### config.mk
export PLATFORM = sky130hd
export DESIGN_NAME = alu_cmd_issuer_flat
export DESIGN_NICKNAME = d
export VERILOG_FILES = /design/src/rtl/alu_pkg.sv /design/src/rtl/alu_cmd_issuer_if.sv /design/src/rtl/alu_cmd_issuer_fifo.sv /design/src/rtl/alu_cmd_issuer.sv /design/src/flat_wrapper.sv
export SDC_FILE = /design/constraint.sdc
export NUM_CORES = 1
export LEC_CHECK = 0
export ABC_AREA = 1
export ABC_CLOCK_PERIOD_IN_PS = 2100
export BUFFER_PORTS_ARGS = -buffer_cell sky130_fd_sc_hd__buf_2
export CORE_AREA = 5 5 122 124
export DETAILED_ROUTE_END_ITERATION = 8
export DIE_AREA = 0 0 127 129
export HOLD_SLACK_MARGIN = 0.12
export PLACE_DENSITY = 0.83
export SLEW_MARGIN = 20
export SYNTH_ARGS = -nofsm -noshare
export SYNTH_HDL_FRONTEND = slang
export SYNTH_HIERARCHICAL = 1
export SYNTH_SLANG_ARGS = --single-unit
### constraint.sdc
create_clock -name clk -period 2.1 [get_ports clk]
set_input_delay 0.42 -clock clk [delete_from_list [all_inputs] [get_ports clk]]
set_output_delay 0.42 -clock clk [all_outputs]
set_load 0.03 [all_outputs]
### src/rtl/alu_pkg.sv
// Shared definitions for the ALU_8bit datapath, its command issuer and benches.
//   OP_*        : opcode encodings understood by ALU_8bit
//   state_e     : issuer FSM state encoding
//   cmd_t       : packed {opcode, B, A} command word as stored in the FIFO
//   is_legal_op : true for the five opcodes ALU_8bit implements
package alu_pkg;

  localparam logic [2:0] OP_ADD = 3'b000;
  localparam logic [2:0] OP_SUB = 3'b001;
  localparam logic [2:0] OP_AND = 3'b010;
  localparam logic [2:0] OP_OR  = 3'b011;
  localparam logic [2:0] OP_XOR = 3'b101;

  localparam int CMD_W = 19;

  typedef enum logic [1:0] {
    ST_IDLE = 2'b00,
    ST_WAIT = 2'b01,
    ST_RESP = 2'b10
  } state_e;

  typedef struct packed {
    logic [2:0] opcode;
    logic [7:0] b;
    logic [7:0] a;
  } cmd_t;

  function automatic logic is_legal_op(input logic [2:0] op);
    case (op)
      OP_ADD, OP_SUB, OP_AND, OP_OR, OP_XOR: is_legal_op = 1'b1;
      default:                               is_legal_op = 1'b0;
    endcase
  endfunction

endpackage

### src/rtl/alu_cmd_issuer_if.sv
// Bundle of the command, ALU-side and response signals of alu_cmd_issuer.
//   master : the issuer (drives cmd_ready, alu_*, rsp_*, busy, ops_done)
//   slave  : the environment (command source, ALU_8bit and response consumer)
// Optional feature macro: ALU_ILLEGAL_OP_CHECK_EN adds rsp_error.
interface alu_cmd_issuer_if #(
  parameter int CNT_W = 16
);
  logic             cmd_valid;
  logic             cmd_ready;
  logic [7:0]       cmd_a;
  logic [7:0]       cmd_b;
  logic [2:0]       cmd_opcode;
  logic [7:0]       alu_a;
  logic [7:0]       alu_b;
  logic [2:0]       alu_opcode;
  logic [7:0]       alu_result;
  logic             alu_zero;
  logic             alu_overflow;
  logic             rsp_valid;
  logic             rsp_ready;
  logic [7:0]       rsp_result;
  logic             rsp_zero;
  logic             rsp_overflow;
  logic [2:0]       rsp_opcode;
`ifdef ALU_ILLEGAL_OP_CHECK_EN
  logic             rsp_error;
`endif
  logic             busy;
  logic [CNT_W-1:0] ops_done;

  modport master (
`ifdef ALU_ILLEGAL_OP_CHECK_EN
    output rsp_error,
`endif
    input  cmd_valid, cmd_a, cmd_b, cmd_opcode,
    input  alu_result, alu_zero, alu_overflow, rsp_ready,
    output cmd_ready, alu_a, alu_b, alu_opcode,
    output rsp_valid, rsp_result, rsp_zero, rsp_overflow, rsp_opcode,
    output busy, ops_done
  );

  modport slave (
`ifdef ALU_ILLEGAL_OP_CHECK_EN
    input  rsp_error,
`endif
    output cmd_valid, cmd_a, cmd_b, cmd_opcode,
    output alu_result, alu_zero, alu_overflow, rsp_ready,
    input  cmd_ready, alu_a, alu_b, alu_opcode,
    input  rsp_valid, rsp_result, rsp_zero, rsp_overflow, rsp_opcode,
    input  busy, ops_done
  );

endinterface

### src/rtl/alu_cmd_issuer_fifo.sv
// alu_cmd_fifo: synchronous FIFO holding {opcode,B,A} commands.
//   clk, rst      : clock, synchronous active-high reset
//   push, wdata   : write request (ignored when full)
//   pop, rdata    : read request (ignored when empty); rdata shows the head
//   full, empty   : derived from a separate occupancy count so the wrapping
//                   pointers never need an extra lap bit
module alu_cmd_fifo #(
  parameter int DEPTH = 4,
  parameter int W     = 19
) (
  input  logic         clk,
  input  logic         rst,
  input  logic         push,
  input  logic [W-1:0] wdata,
  input  logic         pop,
  output logic [W-1:0] rdata,
  output logic         full,
  output logic         empty
);

  localparam int PW = $clog2(DEPTH);
  localparam int CW = $clog2(DEPTH + 1);
  localparam logic [CW-1:0] FULL_CNT = CW'(DEPTH);

  logic [W-1:0]  mem_q [DEPTH];
  logic [W-1:0]  mem_d [DEPTH];
  logic [PW-1:0] wr_ptr_q, wr_ptr_d;
  logic [PW-1:0] rd_ptr_q, rd_ptr_d;
  logic [CW-1:0] count_q, count_d;
  logic          push_ok_s, pop_ok_s;

  assign full      = (count_q == FULL_CNT);
  assign empty     = (count_q == {CW{1'b0}});
  assign push_ok_s = push && !full;
  assign pop_ok_s  = pop && !empty;
  assign rdata     = mem_q[rd_ptr_q];

  // Next-state for storage, pointers and occupancy
  always_comb begin
    mem_d    = mem_q;
    wr_ptr_d = wr_ptr_q;
    rd_ptr_d = rd_ptr_q;
    count_d  = count_q;
    if (push_ok_s) begin
      mem_d[wr_ptr_q] = wdata;
      wr_ptr_d        = wr_ptr_q + {{(PW-1){1'b0}}, 1'b1};
    end else begin
      wr_ptr_d = wr_ptr_q;
    end
    if (pop_ok_s) begin
      rd_ptr_d = rd_ptr_q + {{(PW-1){1'b0}}, 1'b1};
    end else begin
      rd_ptr_d = rd_ptr_q;
    end
    case ({push_ok_s, pop_ok_s})
      2'b10:   count_d = count_q + {{(CW-1){1'b0}}, 1'b1};
      2'b01:   count_d = count_q - {{(CW-1){1'b0}}, 1'b1};
      default: count_d = count_q;
    endcase
  end

  // State registers
  always_ff @(posedge clk) begin
    if (rst) begin
      for (int i = 0; i < DEPTH; i++) mem_q[i] <= {W{1'b0}};
      wr_ptr_q <= {PW{1'b0}};
      rd_ptr_q <= {PW{1'b0}};
      count_q  <= {CW{1'b0}};
    end else begin
      mem_q    <= mem_d;
      wr_ptr_q <= wr_ptr_d;
      rd_ptr_q <= rd_ptr_d;
      count_q  <= count_d;
    end
  end

endmodule

### src/rtl/alu_cmd_issuer.sv
// alu_cmd_issuer: queues ALU commands, drives them into ALU_8bit with registered
// operands, waits SETTLE_CYCLES, captures the ALU outputs and returns one
// response per command.
//   clk, rst : clock, synchronous active-high reset
//   bus      : alu_cmd_issuer_if.master (command, ALU and response signals)
// Optional feature macro: ALU_ILLEGAL_OP_CHECK_EN -- opcodes outside the ALU's
// set skip the ALU and answer immediately with rsp_error=1 and zeroed flags.
module alu_cmd_issuer
  import alu_pkg::*;
#(
  parameter int DEPTH         = 4,
  parameter int SETTLE_CYCLES = 1,
  parameter int CNT_W         = 16
) (
  input  logic        clk,
  input  logic        rst,
  alu_cmd_issuer_if.master bus
);

  localparam int SW = (SETTLE_CYCLES > 1) ? $clog2(SETTLE_CYCLES) : 1;
  localparam logic [SW-1:0] SETTLE_LAST = SW'(SETTLE_CYCLES - 1);

  cmd_t       push_data_s, pop_data_s;
  logic       push_s, pop_s, full_s, empty_s;

  state_e     state_q, state_d;
  logic [SW-1:0] settle_q, settle_d;
  logic [7:0] alu_a_q, alu_a_d, alu_b_q, alu_b_d;
  logic [2:0] alu_opcode_q, alu_opcode_d;
  logic       rsp_valid_q, rsp_valid_d;
  logic [7:0] rsp_result_q, rsp_result_d;
  logic       rsp_zero_q, rsp_zero_d;
  logic       rsp_overflow_q, rsp_overflow_d;
  logic [2:0] rsp_opcode_q, rsp_opcode_d;
`ifdef ALU_ILLEGAL_OP_CHECK_EN
  logic       rsp_error_q, rsp_error_d;
`endif
  logic [CNT_W-1:0] ops_done_q, ops_done_d;

  assign push_data_s = cmd_t'({bus.cmd_opcode, bus.cmd_b, bus.cmd_a});
  assign push_s      = bus.cmd_valid && !full_s;
  // Only IDLE consumes commands, so a pop never coincides with a handshake.
  assign pop_s       = (state_q == ST_IDLE) && !empty_s;

  alu_cmd_fifo #(.DEPTH(DEPTH), .W(CMD_W)) u_fifo (
    .clk   (clk),
    .rst   (rst),
    .push  (push_s),
    .wdata (push_data_s),
    .pop   (pop_s),
    .rdata (pop_data_s),
    .full  (full_s),
    .empty (empty_s)
  );

  // FSM next-state and datapath register updates
  always_comb begin
    state_d        = state_q;
    settle_d       = settle_q;
    alu_a_d        = alu_a_q;
    alu_b_d        = alu_b_q;
    alu_opcode_d   = alu_opcode_q;
    rsp_valid_d    = rsp_valid_q;
    rsp_result_d   = rsp_result_q;
    rsp_zero_d     = rsp_zero_q;
    rsp_overflow_d = rsp_overflow_q;
    rsp_opcode_d   = rsp_opcode_q;
`ifdef ALU_ILLEGAL_OP_CHECK_EN
    rsp_error_d    = rsp_error_q;
`endif
    ops_done_d     = ops_done_q;
    case (state_q)
      ST_IDLE: begin
        if (!empty_s) begin
`ifdef ALU_ILLEGAL_OP_CHECK_EN
          if (!is_legal_op(pop_data_s.opcode)) begin
            // alu_* untouched: the ALU never sees an illegal opcode.
            rsp_valid_d    = 1'b1;
            rsp_result_d   = 8'h00;
            rsp_zero_d     = 1'b0;
            rsp_overflow_d = 1'b0;
            rsp_opcode_d   = pop_data_s.opcode;
            rsp_error_d    = 1'b1;
            state_d        = ST_RESP;
          end else begin
            alu_a_d      = pop_data_s.a;
            alu_b_d      = pop_data_s.b;
            alu_opcode_d = pop_data_s.opcode;
            settle_d     = {SW{1'b0}};
            state_d      = ST_WAIT;
          end
`else
          alu_a_d      = pop_data_s.a;
          alu_b_d      = pop_data_s.b;
          alu_opcode_d = pop_data_s.opcode;
          settle_d     = {SW{1'b0}};
          state_d      = ST_WAIT;
`endif
        end else begin
          state_d = ST_IDLE;
        end
      end
      ST_WAIT: begin
        if (settle_q == SETTLE_LAST) begin
          rsp_valid_d    = 1'b1;
          rsp_result_d   = bus.alu_result;
          rsp_zero_d     = bus.alu_zero;
          rsp_overflow_d = bus.alu_overflow;
          rsp_opcode_d   = alu_opcode_q;
`ifdef ALU_ILLEGAL_OP_CHECK_EN
          rsp_error_d    = 1'b0;
`endif
          state_d        = ST_RESP;
        end else begin
          settle_d = settle_q + {{(SW-1){1'b0}}, 1'b1};
          state_d  = ST_WAIT;
        end
      end
      ST_RESP: begin
        if (bus.rsp_ready) begin
          rsp_valid_d = 1'b0;
          ops_done_d  = ops_done_q + {{(CNT_W-1){1'b0}}, 1'b1};
          state_d     = ST_IDLE;
        end else begin
          state_d = ST_RESP;
        end
      end
      default: state_d = ST_IDLE;
    endcase
  end

  // FSM and output registers
  always_ff @(posedge clk) begin
    if (rst) begin
      state_q        <= ST_IDLE;
      settle_q       <= {SW{1'b0}};
      alu_a_q        <= 8'h00;
      alu_b_q        <= 8'h00;
      alu_opcode_q   <= 3'b000;
      rsp_valid_q    <= 1'b0;
      rsp_result_q   <= 8'h00;
      rsp_zero_q     <= 1'b0;
      rsp_overflow_q <= 1'b0;
      rsp_opcode_q   <= 3'b000;
`ifdef ALU_ILLEGAL_OP_CHECK_EN
      rsp_error_q    <= 1'b0;
`endif
      ops_done_q     <= {CNT_W{1'b0}};
    end else begin
      state_q        <= state_d;
      settle_q       <= settle_d;
      alu_a_q        <= alu_a_d;
      alu_b_q        <= alu_b_d;
      alu_opcode_q   <= alu_opcode_d;
      rsp_valid_q    <= rsp_valid_d;
      rsp_result_q   <= rsp_result_d;
      rsp_zero_q     <= rsp_zero_d;
      rsp_overflow_q <= rsp_overflow_d;
      rsp_opcode_q   <= rsp_opcode_d;
`ifdef ALU_ILLEGAL_OP_CHECK_EN
      rsp_error_q    <= rsp_error_d;
`endif
      ops_done_q     <= ops_done_d;
    end
  end

  assign bus.cmd_ready    = !full_s;
  assign bus.alu_a        = alu_a_q;
  assign bus.alu_b        = alu_b_q;
  assign bus.alu_opcode   = alu_opcode_q;
  assign bus.rsp_valid    = rsp_valid_q;
  assign bus.rsp_result   = rsp_result_q;
  assign bus.rsp_zero     = rsp_zero_q;
  assign bus.rsp_overflow = rsp_overflow_q;
  assign bus.rsp_opcode   = rsp_opcode_q;
`ifdef ALU_ILLEGAL_OP_CHECK_EN
  assign bus.rsp_error    = rsp_error_q;
`endif
  assign bus.busy         = (state_q != ST_IDLE) || !empty_s;
  assign bus.ops_done     = ops_done_q;

endmodule

### src/flat_wrapper.sv
// flat-port wrapper written by rule: the top's interface ports become plain ports
module alu_cmd_issuer_flat import alu_pkg::*;
#(
  parameter int DEPTH         = 4,
  parameter int SETTLE_CYCLES = 1,
  parameter int CNT_W         = 16
)
  (clk, rst, bus_cmd_valid, bus_cmd_a, bus_cmd_b, bus_cmd_opcode, bus_alu_result, bus_alu_zero, bus_alu_overflow, bus_rsp_ready, bus_cmd_ready, bus_alu_a, bus_alu_b, bus_alu_opcode, bus_rsp_valid, bus_rsp_result, bus_rsp_zero, bus_rsp_overflow, bus_rsp_opcode, bus_busy, bus_ops_done);
  alu_cmd_issuer_if #(.CNT_W(CNT_W)) bus_i ();
  input  logic clk;
  input  logic rst;
  input wire logic [$bits(bus_i.cmd_valid)-1:0] bus_cmd_valid;
  input wire logic [$bits(bus_i.cmd_a)-1:0] bus_cmd_a;
  input wire logic [$bits(bus_i.cmd_b)-1:0] bus_cmd_b;
  input wire logic [$bits(bus_i.cmd_opcode)-1:0] bus_cmd_opcode;
  input wire logic [$bits(bus_i.alu_result)-1:0] bus_alu_result;
  input wire logic [$bits(bus_i.alu_zero)-1:0] bus_alu_zero;
  input wire logic [$bits(bus_i.alu_overflow)-1:0] bus_alu_overflow;
  input wire logic [$bits(bus_i.rsp_ready)-1:0] bus_rsp_ready;
  output wire logic [$bits(bus_i.cmd_ready)-1:0] bus_cmd_ready;
  output wire logic [$bits(bus_i.alu_a)-1:0] bus_alu_a;
  output wire logic [$bits(bus_i.alu_b)-1:0] bus_alu_b;
  output wire logic [$bits(bus_i.alu_opcode)-1:0] bus_alu_opcode;
  output wire logic [$bits(bus_i.rsp_valid)-1:0] bus_rsp_valid;
  output wire logic [$bits(bus_i.rsp_result)-1:0] bus_rsp_result;
  output wire logic [$bits(bus_i.rsp_zero)-1:0] bus_rsp_zero;
  output wire logic [$bits(bus_i.rsp_overflow)-1:0] bus_rsp_overflow;
  output wire logic [$bits(bus_i.rsp_opcode)-1:0] bus_rsp_opcode;
  output wire logic [$bits(bus_i.busy)-1:0] bus_busy;
  output wire logic [$bits(bus_i.ops_done)-1:0] bus_ops_done;
  assign bus_i.cmd_valid = bus_cmd_valid;
  assign bus_i.cmd_a = bus_cmd_a;
  assign bus_i.cmd_b = bus_cmd_b;
  assign bus_i.cmd_opcode = bus_cmd_opcode;
  assign bus_i.alu_result = bus_alu_result;
  assign bus_i.alu_zero = bus_alu_zero;
  assign bus_i.alu_overflow = bus_alu_overflow;
  assign bus_i.rsp_ready = bus_rsp_ready;
  assign bus_cmd_ready = bus_i.cmd_ready;
  assign bus_alu_a = bus_i.alu_a;
  assign bus_alu_b = bus_i.alu_b;
  assign bus_alu_opcode = bus_i.alu_opcode;
  assign bus_rsp_valid = bus_i.rsp_valid;
  assign bus_rsp_result = bus_i.rsp_result;
  assign bus_rsp_zero = bus_i.rsp_zero;
  assign bus_rsp_overflow = bus_i.rsp_overflow;
  assign bus_rsp_opcode = bus_i.rsp_opcode;
  assign bus_busy = bus_i.busy;
  assign bus_ops_done = bus_i.ops_done;
  alu_cmd_issuer #(.DEPTH(DEPTH), .SETTLE_CYCLES(SETTLE_CYCLES), .CNT_W(CNT_W)) u_core (.clk(clk), .rst(rst), .bus(bus_i));
endmodule
==> flow_summary.toml, run 1 <==
[timing]
finalHoldViolCount = 0
post-route-min-period_ps = 1901
setup_viol = 0
slew_headroom_pct = 53.24
finalMaxSlewViolations = 0
fmax_ghz = 0.5261
fin_crit_sh_pct = 90.51
skew_ps = 7.567
setup_tns_ps = 0
max_slew.worst_pin.slew_ps = 698.8
rsz0062_at_grt = "false"

[route]
drt_pass1_iterations = 5
ant_nets = 0
wirelength_um = 16880
vias_per_cell = 4.995
dr_total_vias = 6503
first_iter_violations = 640
wl_per_cell_um = 12.97
drc = 0

[yosys]
yosysTopAreaCell = "dfxtp_1"
synth.area.top_cells = "dfxtp_1 (40%), nor2_1 (12%), inv_1 (12%), nand2_1 (11%), nand4_1 (7.5%)"
postSynthCellCount = 1044
synth_edf_count = 0
ys_ff_latch = 134
synth_cell_type_count = 28
synth.most_common_cell = "nor2_1"
synth_top_cell_area_share_pct = 39.95
synth_nets = 1084
synth_commonest_cells = "nor2_1 (211), inv_1 (210), nand2_1 (198)"
yosysWarningCount = 6
syn-cell-area_um2 = 6715
synth-async-reset-ratio_pct = 0
yosysSeqAreaShare_pct = 39.95
ys.flop_type = "dfxtp_1"
avgSynthCellArea_um2 = 6.432

[hold_path]
hp-class = "input pin to flop"
min_path_cells = 3

[clocking]
cts-resized-gates = 0
htreeDepth = 4
cts_hold_buf = 0
clk_pin_slew_worst_paths_ps = 50
cts-root-buf = "clkbuf_16"
cts_sinks = 134
cts_tree = "built"
clk_path_buf_depth = 2
clk-insertion-delay-late_ps = 410
cts_made_buffers = 17
cts_setup_buffers = 0

[pwr]
seqPwrFrac_pct = 32.8
p_int_w = 0.006152
p_per_area_nw_per_um2 = 1298
combPwrFrac_pct = 39.4
peakVddDrop_v = 0.0008144
switching_share_pct = 39.79
clkPwrFrac_pct = 27.8
switchingPower_w = 0.004066
leakage_nw = 3.943

[placed_design]
dp_hpwl_um = 10900
place_congestion = 0.8360
io_buffers = 83

[layout]
drive_above_1_share_pct = 13.73
post-route-util_pct = 57.61
num-nets-final = 1151
antennaDiodeCount = 0
syn2layout_area_growth_pct = 17.23

[global_route]
use_met3_pct = 5.645
grt_pass1_vias = 5737
grt.busiest_layer = "met2"
gr-total-overflow = 0
grt_max_degree = 83
grt_pass1_wl_um = 27520
met2_usage_pct = 31.97
grt.total_usage_pct = 20.81
antenna_found_initial = 0
use_met1_pct = 28.20

[floorplanning]
core_area_um2 = 13670
die_area_um2 = 16380
rows = 43
dieHeight_um = 129
io_pins = 84
die_w_um = 127
start_util_pct = 49.14

[setup_path]
worstPathArrival_ps = 2210
worstSetupStartpointType = "flop"
reg2reg_depth = 17
crit_path_max_fanout = 3
crit_type = "flop to flop"
cp-end-kind = "flop"
cp.required_ps = 2410

[run_status]
status = "finished clean"

[flow_run]
maxCapViolCount = 0
==> cells by family (layout without fill, tap and decap cells) <==
family,count (synthesis),in the layout,share of synthesized area (%)
AOI/OAI and AO/OA,111,111,8.739
xor gates and xnor gates,1,1,0.1305
adders and majority gates,7,7,1.416
buffers and inverters,272,350,16.08
DFF,134,134,39.95
and+or+nand+nor,519,519,33.69
==> cell usage in the layout, fill, tap and decap left out <==
cell and instances:
a211oi_1 1, a21oi_1 12, buf_12 2, buf_2 83
buf_4 24, bufinv_16 2, clkbuf_1 6, clkbuf_16 17
clkbuf_8 3, clkinv_2 2, dfxtp_1 132, dfxtp_2 2
fa_2 1, ha_1 5, ha_2 1, inv_1 209
inv_2 2, nand2_1 196, nand2_2 3, nand2_4 1
nand3_1 15, nand3_2 3, nand3_4 3, nand4_1 81
nor2_1 210, nor2_2 1, nor2_4 4, nor3_1 2
o21a_1 1, o21ai_0 77, o22ai_1 19, o31ai_1 1
xor2_1 1
==> through the flow <==
step / hold WS, ps / instances / area (um2) / power [W] / worst slack [ps]
final: 241.5 / 1302 / 7873 / 0.01022 / 199.3
after global routing: 228.0 / 1302 / 7873 / 0.01092 / 4.409
after CTS: 221.8 / 1302 / 7860 / 0.01021 / 142.1
after detailed placement: 455.4 / 1272 / 7301 / 0.007344 / 152.4
after global placement: 450.7 / 1272 / 7301 / 0.007270 / 202.8
after floorplan: 465.8 / 1044 / 6729 / 0.006297 / 16.97
==> power groups by stage <==
| stage | Clock, W | Combinational, W | Sequential, W |
|---|---|---|---|
| floorplan | 0 | 0.00252 | 0.00378 |
| global placement | 0 | 0.00390 | 0.00337 |
| detailed placement | 0 | 0.00395 | 0.00339 |
| CTS | 0.00289 | 0.00398 | 0.00334 |
| global route | 0.00300 | 0.00450 | 0.00342 |
| finish | 0.00284 | 0.00402 | 0.00335 |
==> worst max-delay path, cell delays in order, from the launching register on <==
cell and delay, ps:
dfxtp_2 340, inv_1 80, nand2_2 100, inv_1 60
inv_1 50, nand2_1 60, inv_1 80, nand2_2 80
inv_2 60, ha_2 160, inv_1 60, fa_2 340
inv_1 60, nand2_1 40, nand3_1 80, nand2_1 50
nand2_1 50, nor2_1 40
==> path summary, 6_finish.rpt <==
path / start / to / slack [ps]
setup / recovery: u_core/u_fifo/count_q[2]$_SDFFE_PP0P_ / u_core/u_fifo/count_q[2]$_SDFFE_PP0P_ / 200
hold / removal: bus_alu_overflow / u_core/bus.rsp_overflow$_SDFFE_PP0P_ / 240
setup reg to reg: u_core/u_fifo/count_q[2]$_SDFFE_PP0P_ / u_core/u_fifo/count_q[2]$_SDFFE_PP0P_ / 200
hold reg to reg: u_core/bus.rsp_valid$_SDFFE_PP0P_ / u_core/bus.rsp_valid$_SDFFE_PP0P_ / 460
==> flip-flops by register name, indices dropped and copies added, names as in the netlist <==
signal,flops
u_core/u_fifo/mem_q,76
u_core/bus.alu_a,8
u_core/bus.ops_done,16
u_core/u_fifo/rd_ptr_q,2
u_core/bus.rsp_zero,1
u_core/bus.rsp_result,8
u_core/bus.rsp_opcode,3
u_core/u_fifo/wr_ptr_q,2
u_core/state_q,2
u_core/bus.alu_b,8
u_core/bus.rsp_overflow,1
u_core/bus.alu_opcode,3
u_core/u_fifo/count_q,3
u_core/bus.rsp_valid,1
==> final cells by class <==
class / count / area, um2
fill: 1303 / 5793
multi-input combinational: 638 / 2975
sequential: 134 / 2685
inverter: 211 / 792.0
timing repair buffer: 109 / 635.6
clock buffer: 26 / 489.2
tap: 180 / 225.2
clock inverter: 4 / 70.07
==> layer usage <==
layer	up-vias	routed length, um	share of wire (%)
met2	273	7558	45
met1	2836	7582	45
met4	0	327	1.9
met3	38	1415	8.4
met5	-	0	0
li1	3356	-	-
(Power assumes the default switching activity.)
==> run 2: changes to the inputs <==
ABC_AREA = 0   (was 1)
CORE_AREA = 5 5 115 117   (was 5 5 122 124)
DIE_AREA = 0 0 120 122   (was 0 0 127 129)
==> flow_summary.toml, run 2 <==
[floorplanning]
rows = 41
core_area_um2 = 12260
die_w_um = 120
dieHeight_um = 122
start_util_pct = 47.59
io_pins = 84
die_area_um2 = 14640

[route]
first_iter_violations = 306
wl_per_cell_um = 16.29
drc = 0
drt_pass1_iterations = 4
wirelength_um = 13600
ant_nets = 0
dr_total_vias = 4416
vias_per_cell = 5.289

[setup_path]
r2r_slack_ps = -210
critPathTopFamily = "simple AND/OR/NAND/NOR gates"
cp.required_ps = 2440
crit_path_max_fanout = 3
slowest_stage = "or3b_4"
worstReg2RegStart = "u_core/u_fifo/count_q[1]$_SDFFE_PP0P_"
r2r-end = "u_core/u_fifo/count_q[2]$_SDFFE_PP0P_"
cp-end-kind = "flop"
worstPathArrival_ps = 2650
crit_type = "flop to flop"
path_common_cell = "inv_2"
critPathMaxStageDelay_ps = 430
reg2reg_depth = 11
cp.buffers_inverters = 3
worstSetupStartpointType = "flop"
crit_chain = "or3b_4, inv_4, nor2b_4, and2_4, inv_2, ha_4, inv_2, fa_2, xor2_2, or3_4, a21oi_2"

[yosys]
postSynthCellCount = 579
yosysTopAreaCell = "dfxtp_1"
synth_nets = 619
synth_edf_count = 0
avgSynthCellArea_um2 = 10.08
synth-async-reset-ratio_pct = 0
yosysWarningCount = 6
ys.flop_type = "dfxtp_1"
synth_commonest_cells = "dfxtp_1 (134), nand2b_1 (97), mux2i_1 (76)"
synth.most_common_cell = "dfxtp_1"
synth.area.top_cells = "dfxtp_1 (46%), mux2i_1 (13%), nand2b_1 (10%), mux4_2 (7.3%), nand2_1 (4.7%)"
synth_top_cell_area_share_pct = 45.98
syn-cell-area_um2 = 5834
synth_cell_type_count = 40
ys_ff_latch = 134
yosysSeqAreaShare_pct = 45.98

[clocking]
clk-insertion-delay-late_ps = 410
cts_hold_buf = 0
cts_tree = "built"
htreeDepth = 4
cts_made_buffers = 17
cts_sinks = 134
clk_path_buf_depth = 2
clk_pin_slew_worst_paths_ps = 60
cts-root-buf = "clkbuf_16"

[run_status]
violations = "setup timing"
status = "finished with violations"

[hold_path]
holdPathEnd = "u_core/bus.rsp_result[0]$_SDFFE_PP0P_"
min_from = "bus_alu_result[0]"
hp-class = "input pin to flop"
min_path_cells = 3

[pwr]
power_w = 0.008356
peakVddDrop_v = 0.0005926
p_per_area_nw_per_um2 = 1163
leakage_nw = 3.093

[placed_design]
dp_hpwl_um = 8677
placed_cell_area_um2 = 6514
place_congestion = 0.8335
io_buffers = 83

[global_route]
grt.total_usage_pct = 18.89
grt_pass1_wl_um = 22110
gr-total-overflow = 0
grt_max_degree = 78
grt_pass1_vias = 4536
antenna_found_initial = 0

[layout]
antennaDiodeCount = 0
syn2layout_area_growth_pct = 23.16
layout.area.seq_um2 = 2694
most-common-layout-cells = "dfxtp_1 (131), nand2b_1 (97), buf_2 (82)"
largest_reg_flops = 76
drive_above_1_share_pct = 27.59
regMostFlops = "u_core/u_fifo/mem_q"
final_common_cell = "dfxtp_1"
stdcell_area_um2 = 7186
multi_input_area_um2 = 2964
num-nets-final = 712
nFillCells = 1010

[timing]
finalMaxSlewViolations = 0
setup_viol = 2
post-route-min-period_ps = 2313
fin_crit_sh_pct = 110.1
layout_setup_ws_ps = -212.8
max_slew.worst_pin.slew_ps = 536.8
slew_headroom_pct = 64.22
skew_ps = 9.459
rsz0062_at_grt = "true"
finalHoldViolCount = 0
fmax_ghz = 0.4324

[flow_run]
maxCapViolCount = 0
==> run 2: cell count changes in the layout (fill, tap and decap cells not counted), sizes merged, moves of 13 or more <==
cell | before | now
nand2 | 200 | 73
o21ai | 77 | 6
nand3 | 21 | 8
nand2b | 0 | 97
nand4 | 81 | 5
mux2i | 0 | 76
nor2 | 215 | 21
a21oi | 12 | 41
mux4 | 0 | 19
o22ai | 19 | 0
inv | 211 | 13
==> run 2: kinds of logic (layout without fill, tap and decap cells) <==
| group | after synthesis | in the layout | share of synthesized area [%] |
|---|---|---|---|
| and+or+nand+nor | 230 | 230 | 21.00 |
| DFF | 134 | 134 | 45.98 |
| muxes | 97 | 97 | 20.76 |
| AOI/OAI and AO/OA | 50 | 50 | 4.439 |
| buffers and inverters | 48 | 154 | 4.246 |
| xor gates and xnor gates | 13 | 13 | 1.952 |
| adders and majority gates | 7 | 7 | 1.630 |
==> run 2: worst min-delay path, stage by stage <==
cell and delay (ps):
buf_2 90, nand2_1 40, a21oi_1 50
==> run 2: area by class of cell <==
cell class / instances / area share (%)
tap: 150 / 2.612
clock inverter: 15 / 2.507
clock buffer: 17 / 5.920
multi-input combinational: 397 / 41.25
sequential: 134 / 37.49
timing repair buffer: 111 / 9.612
inverter: 11 / 0.6094
==> run 2: per-stage QoR <==
step	instances	hold WS [ps]	worst slack, ps	setup TNS [ps]	util [%]
2_1_floorplan	579	445.5	-232.5	-275.8	-
3_3_place_gp	796	439.1	-195.4	-195.4	53.13
3_5_place_dp	796	443.9	-270.8	-350.7	53.13
4_1_cts	833	229.4	-208.8	-208.8	58.49
5_1_grt	835	249.7	-243.9	-301.3	58.61
6_report	835	245.8	-212.8	-234.6	58.61
==> run 2: routing by layer <==
layer / up-vias / GRT usage (%) / wire length [um]
li1: 2149 / - / -
met1: 2123 / 24.08 / 6053
met2: 117 / 31.26 / 6576
met3: 27 / 4.410 / 695
met4: 0 / 7.230 / 274
met5: - / 0 / 0
==> run 2: repair_timing <==
item	4_1_cts	5_1_grt
pin swaps	4	4
gates resized for setup	3	1
endpoints found under the setup margin	2	2
buffers inserted	5	2
cloned	0	0
==> run 2: how the worst max path moves through the flow <==
stage	start	endpoint	slack, ps	depth (start not counted)
after global routing	u_core/u_fifo/count_q[1]$_SDFFE_PP0P_	u_core/u_fifo/count_q[2]$_SDFFE_PP0P_	-240	11
after detailed placement	u_core/u_fifo/count_q[1]$_SDFFE_PP0P_	u_core/u_fifo/count_q[2]$_SDFFE_PP0P_	-270	11
final	u_core/u_fifo/count_q[1]$_SDFFE_PP0P_	u_core/u_fifo/count_q[2]$_SDFFE_PP0P_	-210	11
after global placement	u_core/u_fifo/count_q[1]$_SDFFE_PP0P_	u_core/u_fifo/count_q[2]$_SDFFE_PP0P_	-200	11
after floorplan	u_core/u_fifo/count_q[1]$_SDFFE_PP0P_	u_core/u_fifo/count_q[2]$_SDFFE_PP0P_	-230	12
after CTS	u_core/u_fifo/count_q[0]$_SDFFE_PP0P_	u_core/u_fifo/count_q[2]$_SDFFE_PP0P_	-210	11
==> run 2: power breakdown <==
group | switching [W] | internal [W] | total (W)
clock network | 0.00114 | 0.00187 | 0.00301
registers | 0.000191 | 0.00286 | 0.00306
logic | 0.00137 | 0.000917 | 0.00229
total | 0.00270 | 0.00565 | 0.00836
